**config.mk**
```make
export PLATFORM = sky130hd
export DESIGN_NAME = jtag_uart_bus_arbiter
export DESIGN_NICKNAME = d
export VERILOG_FILES = /design/src/rtl/jtag_uart_bus_arbiter_pkg.sv /design/src/rtl/jtag_uart_bus_arbiter.sv
export SDC_FILE = /design/constraint.sdc
export NUM_CORES = 1
export LEC_CHECK = 0
export CORE_MARGIN = 1
export CORE_UTILIZATION = 49
export CTS_BUF_LIST = sky130_fd_sc_hd__clkbuf_16
export DETAILED_ROUTE_END_ITERATION = 8
export PLACE_DENSITY = 0.88
export SETUP_SLACK_MARGIN = 0.4
export SYNTH_ARGS = -nofsm -noshare
export SYNTH_HDL_FRONTEND = slang
export SYNTH_SLANG_ARGS = --single-unit
```
**constraint.sdc**
```tcl
create_clock -name iCLK -period 4.9 [get_ports iCLK]
set_input_delay 0.98 -clock iCLK [delete_from_list [all_inputs] [get_ports iCLK]]
set_output_delay 0.98 -clock iCLK [all_outputs]
set_load 0.01 [all_outputs]
```
**src/rtl/jtag_uart_bus_arbiter_pkg.sv**
```systemverilog
// Shared JTAG-UART Avalon register map, field positions and arbiter state encodings.
package jtag_uart_bus_arbiter_pkg;

  localparam logic JUART_ADDR_DATA = 1'b0;
  localparam logic JUART_ADDR_CTRL = 1'b1;

  localparam int unsigned RVALID_BIT  = 15;
  localparam int unsigned WSPACE_LSB  = 16;
  localparam int unsigned WSPACE_MSB  = 31;
  localparam int unsigned RAVAIL_LSB  = 16;
  localparam int unsigned RAVAIL_MSB  = 31;
  localparam int unsigned RXDATA_MSB  = 7;

  typedef enum logic [1:0] {
    IDLE   = 2'd0,
    RX_RD  = 2'd1,
    TX_CHK = 2'd2,
    TX_WR  = 2'd3
  } arbState_t;

  // Free write-FIFO space reported in the control register.
  function automatic logic [15:0] wspaceOf(input logic [31:0] ctrlWord);
    return ctrlWord[WSPACE_MSB:WSPACE_LSB];
  endfunction

endpackage

```
**src/rtl/jtag_uart_bus_arbiter.sv**
```systemverilog
// Round-robin sharing of the JTAG-UART Avalon slave between the RX poller and the TX reply path.
// TX checks write-FIFO space first so a full host FIFO never blocks RX polling.
module jtag_uart_bus_arbiter
  import jtag_uart_bus_arbiter_pkg::*;
#(
  parameter int unsigned TX_SPACE_RETRY_GAP = 16
) (
  input  logic        iCLK,
  input  logic        iRST,
  input  logic        iRX_REQ,
  output logic        oRX_DONE,
  output logic [7:0]  oRX_DATA,
  output logic        oRX_VALID,
  input  logic        iTX_REQ,
  input  logic [7:0]  iTX_DATA,
  output logic        oTX_BUSY,
  output logic        oTX_DONE,
  output logic        oJTAG_SLAVE_ADDR,
  output logic        oJTAG_SLAVE_RDREQ,
  input  logic [31:0] iJTAG_SLAVE_RDDATA,
  output logic        oJTAG_SLAVE_WRREQ,
  output logic [31:0] oJTAG_SLAVE_WRDATA,
  input  logic        iJTAG_SLAVE_WAIT
);

  localparam int unsigned GAP_W = 16;

  arbState_t        state;
  logic             lastTx;
  logic             txPending;
  logic [7:0]       txByte;
  logic [GAP_W-1:0] gapCnt;
  logic             txEligible_c;
  logic             unusedRdBits;

  assign txEligible_c = txPending && (gapCnt == '0);
  assign unusedRdBits = ^iJTAG_SLAVE_RDDATA[RVALID_BIT-1:RXDATA_MSB+1];

  // Arbiter, bus FSM, TX acceptance and retry-gap counter.
  always_ff @(posedge iCLK or posedge iRST) begin
    if (iRST) begin
      state              <= IDLE;
      lastTx             <= 1'b1;
      txPending          <= 1'b0;
      txByte             <= '0;
      gapCnt             <= '0;
      oRX_DONE           <= 1'b0;
      oRX_DATA           <= '0;
      oRX_VALID          <= 1'b0;
      oTX_BUSY           <= 1'b0;
      oTX_DONE           <= 1'b0;
      oJTAG_SLAVE_ADDR   <= JUART_ADDR_DATA;
      oJTAG_SLAVE_RDREQ  <= 1'b0;
      oJTAG_SLAVE_WRREQ  <= 1'b0;
      oJTAG_SLAVE_WRDATA <= '0;
    end else begin
      oRX_DONE <= 1'b0;
      oTX_DONE <= 1'b0;

      if (gapCnt != '0) begin
        gapCnt <= gapCnt - GAP_W'(1);
      end

      if (iTX_REQ && !oTX_BUSY) begin
        txByte    <= iTX_DATA;
        txPending <= 1'b1;
        oTX_BUSY  <= 1'b1;
      end

      case (state)
        IDLE: begin
          // On a tie the requester not served last goes next.
          if (iRX_REQ && (!txEligible_c || lastTx)) begin
            state             <= RX_RD;
            oJTAG_SLAVE_ADDR  <= JUART_ADDR_DATA;
            oJTAG_SLAVE_RDREQ <= 1'b1;
          end else if (txEligible_c) begin
            state             <= TX_CHK;
            oJTAG_SLAVE_ADDR  <= JUART_ADDR_CTRL;
            oJTAG_SLAVE_RDREQ <= 1'b1;
          end
        end

        RX_RD: begin
          if (!iJTAG_SLAVE_WAIT) begin
            oRX_DATA          <= iJTAG_SLAVE_RDDATA[RXDATA_MSB:0];
            oRX_VALID         <= iJTAG_SLAVE_RDDATA[RVALID_BIT];
            oRX_DONE          <= 1'b1;
            oJTAG_SLAVE_RDREQ <= 1'b0;
            lastTx            <= 1'b0;
            state             <= IDLE;
          end
        end

        TX_CHK: begin
          if (!iJTAG_SLAVE_WAIT) begin
            oJTAG_SLAVE_RDREQ <= 1'b0;
            if (wspaceOf(iJTAG_SLAVE_RDDATA) != 16'h0000) begin
              state              <= TX_WR;
              oJTAG_SLAVE_ADDR   <= JUART_ADDR_DATA;
              oJTAG_SLAVE_WRREQ  <= 1'b1;
              oJTAG_SLAVE_WRDATA <= {24'h000000, txByte};
            end else begin
              // Host FIFO full: back off so RX keeps the bus meanwhile.
              gapCnt           <= GAP_W'(TX_SPACE_RETRY_GAP);
              lastTx           <= 1'b1;
              oJTAG_SLAVE_ADDR <= JUART_ADDR_DATA;
              state            <= IDLE;
            end
          end
        end

        TX_WR: begin
          if (!iJTAG_SLAVE_WAIT) begin
            oJTAG_SLAVE_WRREQ <= 1'b0;
            txPending         <= 1'b0;
            oTX_DONE          <= 1'b1;
            oTX_BUSY          <= 1'b0;
            lastTx            <= 1'b1;
            state             <= IDLE;
          end
        end

        default: state <= IDLE;
      endcase
    end
  end

endmodule

```
=== Word-level counts from Yosys, hierarchy flattened ===
Index checks and enable logic that the tools add are counted.

* Add/subtract/negate cells: 1
* $mul: 0
* Div/mod/pow operators: 0
* Order comparisons: 0
* Equal/unequal tests: 11
* Shift operators: 0
* Multiplexer cells: 32
* Bitwise operators: 1
* Reduce and logical (&&, ||, !) cells: 23

{| class="wikitable"
|+ Operators by type and width
! operator !! count
|-
| two-way mux 16 bit || 4
|-
| nonzero test 16 bit || 2
|-
| two-way mux 1 bit || 18
|-
| zero test 16 bit || 1
|-
| subtractor 16 x 1 -> 16 bit, second input constant || 1
|-
| inequality test 2 bit, second input constant || 7
|-
| AND reduction 3 bit || 4
|-
| two-way mux 2 bit || 5
|-
| one-hot mux 1 bit (2 select lines) || 3
|-
| one-hot mux 2 bit (3 select lines) || 1
|-
| nonzero test 2 bit || 3
|-
| AND reduction 5 bit || 1
|-
| == test 2 bit, second input constant || 2
|-
| AND reduction 4 bit || 1
|-
| OR reduction 2 bit || 2
|-
| logical AND 1 bit || 3
|-
| inequality test 3 bit, second input constant || 1
|-
| one-hot mux 1 bit (3 select lines) || 1
|-
| nonzero test 3 bit || 1
|-
| == test 2 x 1 -> 1 bit, second input constant || 1
|-
| zero test 1 bit || 2
|-
| zero test 2 bit || 1
|-
| AND reduction 2 bit || 1
|-
| logical OR 1 bit || 1
|-
| NOT 1 bit || 1
|}

* Register bits after elaboration: 51
* Bits in latches: 0
* Memory bits (writable): 0
* Memory bits (read-only): 0
* Input port bits: 45
* Output and inout port bits: 47
* Word-level logic and storage cells: 82
* Memories kept: 0

=== Longest topological paths before layout ===
* Depth in word-level cells: 7
* Mapped depth: 8
* Gate-level depth less buffers: 7

=== Worst setup path after synthesis ===
OpenSTA, ideal clock, no wires.

* Path kind: input to register
* From: input port iJTAG_SLAVE_RDDATA[26]
* To: register oJTAG_SLAVE_WRDATA[0]
* Setup time: 0.125 ns
* Data arrival time: 2.405 ns
* Required time: 4.775 ns
* Slack: 2.370 ns
* Cell stages on the path: 4
* Path buffers: 0
* Cells stage by stage: or4_1 > o41ai_4 > nor2_4 > mux2_4

* Word-level cells in the longest chain between the ends: 2

{| class="wikitable"
|+ Ends and longest elaborated chain
! element !! RTL line !! source
|-
| start, declared || jtag_uart_bus_arbiter.sv:20 || <nowiki>input logic [31:0] iJTAG_SLAVE_RDDATA,</nowiki>
|-
| nonzero test 16 bit || jtag_uart_bus_arbiter.sv:98 || <nowiki>if (wspaceOf(iJTAG_SLAVE_RDDATA) != 16'h0000) begin</nowiki>
|-
| AND reduction 3 bit (no line) || - ||
|-
| end signal, assigned || jtag_uart_bus_arbiter.sv:102 || <nowiki>oJTAG_SLAVE_WRDATA <= {24'h000000, txByte};</nowiki>
|-
| end, declared || jtag_uart_bus_arbiter.sv:22 || <nowiki>output logic [31:0] oJTAG_SLAVE_WRDATA,</nowiki>
|}

No other way between the ends.
A chain may end at the register's enable or synchronous reset.

=== Worst setup path after layout ===
* From: input port iJTAG_SLAVE_RDDATA[26]
* To: register gapCnt[8]

* Word-level cells in the longest chain between the ends: 4

{| class="wikitable"
|+ Ends and longest elaborated chain
! element !! RTL line !! source
|-
| nonzero test 16 bit || jtag_uart_bus_arbiter.sv:98 ||
|-
| two-way mux 16 bit || jtag_uart_bus_arbiter.sv:98 ||
|-
| two-way mux 16 bit || jtag_uart_bus_arbiter.sv:96 || <nowiki>if (!iJTAG_SLAVE_WAIT) begin</nowiki>
|-
| two-way mux 16 bit || jtag_uart_bus_arbiter.sv:70 || <nowiki>case (state)</nowiki>
|-
| end signal, assigned || jtag_uart_bus_arbiter.sv:61 || <nowiki>gapCnt <= gapCnt - GAP_W'(1);</nowiki>
|-
| end signal, assigned || jtag_uart_bus_arbiter.sv:105 || <nowiki>gapCnt <= GAP_W'(TX_SPACE_RETRY_GAP);</nowiki>
|-
| end, declared || jtag_uart_bus_arbiter.sv:32 || <nowiki>logic [GAP_W-1:0] gapCnt;</nowiki>
|}

No other way between the ends.

==> impl_metrics.yaml <==
global_route:
  grt_max_degree: 52
  grt_usage_pct: 20.7
  grt_pass1_vias: 1872
  gr-max-usage-layer: "met2"
  gr-total-overflow: 0
  grt_first_pass_wirelength_um: 8770
  grtUsageMet1_pct: 26.2
  grt_util_met3_pct: 7.28
  antenna_found_initial: 0
  globalRouteMet2Util_pct: 33.1
outcome:
  outcome: "finished, final reports clean"
timing:
  finalClockSkew_ps: 8.09
  worst-slew-pin-transition_ps: 1040
  relSlewSlack_pct: 30.5
  rsz0062_at_grt: "false"
  post-route-min-period_ps: 2900
  tns_ps: 0
  setup_ws_ps: 2000
  setup_viol: 0
  fmax_mhz: 344
  whs_ps: 505
  drv_slew: 0
  hold_viol: 0
  layout_worst_path_cycle_share_pct: 59.3
layout:
  areaGrowthSynthToFinish_pct: 26.6
  final-seq-area_um2: 1280
  finalNetCount: 343
  n_antenna_cell: 0
  multi_input_area_um2: 1200
  drive_gt1_share_pct: 14.7
  fill_cells: 400
critical_path:
  rr_endpoint: "state[0]"
  crit_arrival_ps: 3050
  crit_start: "iJTAG_SLAVE_RDDATA[26]"
  cp.required_ps: 5050
  critPathTopFamily: "simple AND/OR/NAND/NOR gates"
  r2r_start: "gapCnt[8]"
  endpoint_kind: "flop"
  crit_slowest_cell: "or4_1"
  reg2regPathDepth: 5
  critical_path_class: "primary input to flop"
  cp_max_fo: 16
  critPathMaxStageDelay_ps: 630
  startpoint_type: "primary input"
  critPathBufInv: 1
  rrSetupSlack_ps: 2410
  path_cells: "clkdlybuf4s50_1, or4_1, nor4_4, nor3b_4, nor2_1"
floorplan:
  io_pins: 92
  num_rows: 26
  initial_core_util_pct: 51.5
  die_w_um: 75.5
  die-area_um2: 5700
  die_h_um: 75.5
  coreArea_um2: 5140
cts:
  cts_tree: "yes"
  numClockSinks: 51
  postCtsSetupBuffers: 0
  clk_latency_ps: 290
  holdBufCountCts: 0
  h-tree-depth: 2
  clk_path_buf_depth: 2
  cts_resized: 0
  cts_root_buf: "clkbuf_16"
  cts.clk_slew.worst_paths_ps: 70
  cts_buffers: 5
drt:
  drt_pass1_iterations: 4
  first_iter_violations: 81
  detail-route-antenna-nets: 0
  drc: 0
  wl_per_cell_um: 14.6
  vias: 1823
  viasPerCell: 5.04
  routed_wl_um: 5290
synthesis:
  synthTopCellsByArea: "dfrtp_1, mux2_2, buf_4, mux2_4, nor2_1"
  yosysTopAreaCell: "dfrtp_1"
  yosysSeqAreaShare_pct: 48.3
  synth_area_um2: 2650
  ys.flop_type: "dfrtp_1"
  synth_seq_cells: 51
  syn_inst: 231
  synth_edf_count: 0
  syn_avg_cell_area_um2: 11.5
  synth_cell_types: 45
  synth_top_area_share_pct: 47.3
  netlist_top_cells_count: "dfrtp_1, nor2_1, buf_4"
  yosysWarnings: 0
  synth_most_common_cell: "dfrtp_1"
  ys_async_sr_fraction_pct: 100
power_and_ir_drop:
  peakVddDrop_mv: 0.426
  leakagePower_nw: 1.37
  powerDensity_nw_per_um2: 487
placed_design:
  pre_cts_ws_ps: 1690
  hpwl_um: 3830
  port_buffers: 60
  gp_congestion: 0.784
min_path:
  hold_end: "oJTAG_SLAVE_WRDATA[6]"
  min_from: "txByte[6]"
  hp-class: "flop to flop"
  hold_depth: 1
flow_run:
  maxCapViolCount: 0
==> logic make-up (layout without fill, tap and decap cells) <==
group | Yosys count | after routing | share of synthesized area (%)
and+or+nand+nor | 65 | 65 | 14.5
DFF | 51 | 51 | 48.3
buffers and inverters | 42 | 80 | 9.70
muxes | 28 | 28 | 13.0
AOI/OAI and AO/OA | 25 | 25 | 7.05
xor gates and xnor gates | 12 | 12 | 3.97
adders and majority gates | 7 | 7 | 3.31
other | 1 | 24 | 0.142
==> stage by stage <==
| stage | util (%) | instance area [um2] | power (W) | instances |
|---|---|---|---|---|
| 2_1_floorplan | - | 2730 | 0.00103 | 254 |
| 3_3_place_gp | 62.4 | 3210 | 0.00127 | 354 |
| 3_5_place_dp | 62.4 | 3210 | 0.00130 | 354 |
| 4_1_cts | 65.2 | 3350 | 0.00165 | 362 |
| 5_1_grt | 65.2 | 3350 | 0.00173 | 362 |
| 6_report | 65.2 | 3350 | 0.00163 | 362 |
==> state kept, by name, indices dropped and copies added (netlist names) <==
| register | flops |
|---|---|
| gapCnt | 16 |
| oRX_DATA | 8 |
| oRX_VALID | 1 |
| txPending | 1 |
| oJTAG_SLAVE_WRREQ | 1 |
| oJTAG_SLAVE_WRDATA | 8 |
| oJTAG_SLAVE_ADDR | 1 |
| oRX_DONE | 1 |
| oJTAG_SLAVE_RDREQ | 1 |
| txByte | 8 |
| state | 2 |
| lastTx | 1 |
| oTX_BUSY | 1 |
| oTX_DONE | 1 |
==> layout make-up <==
class / count / share of cell area (%)
clock inverters: 3 / 0.486
repair buffers: 60 / 17.9
inverters: 12 / 1.34
well taps: 70 / 2.61
clock buffers: 5 / 3.74
flip-flops and latches: 51 / 38.1
multi-input cells: 161 / 35.7
==> metal layers <==
layer,up-vias,wire (um)
li1,873,-
met1,883,2150
met2,54,2660
met3,13,352
met4,0,123
met5,-,0
==> layout by cell type (no fill, tap or decap), drive strengths merged, types with 2 or more instances in the layout <==
cell type      instances
a21oi                  4
clkbuf                 5
clkdlybuf4s50         60
clkinv                 2
conb                  24
dfrtp                 50
ha                     7
inv                   13
mux2                  27
nand2                  5
nand2b                 3
nand3                  3
nand4                  2
nand4b                 2
nor2                  27
nor2b                  6
nor3                   4
nor4                   4
o211ai                 4
o21ai                  7
o311ai                 2
o31ai                  2
or3                    2
or4                    6
xnor2                  2
xor2                  10
==> where the power goes <==
part,switching (W),total [W],internal [W]
combinational,0.000261,0.000634,0.000373
clock,0.000149,0.000336,0.000187
sequential,0.0000908,0.000661,0.000570
==> worst register-to-register path: cells and delay by family (launching register included) <==
family	cells	cell delay, ps
simple gates	2	990
flops	1	420
mux	1	280
compound gates	2	690
==> worst max path at each step <==
stage,end,slack (ps),cells past startpoint
global route,gapCnt[15],1890,5
CTS,gapCnt[8],1980,5
finish,gapCnt[8],2000,5
detailed placement,gapCnt[8],1690,5
floorplan,oJTAG_SLAVE_WRDATA[0],2370,4
global placement,gapCnt[8],1700,5
No activity file was read; power rests on OpenSTA's default activity.
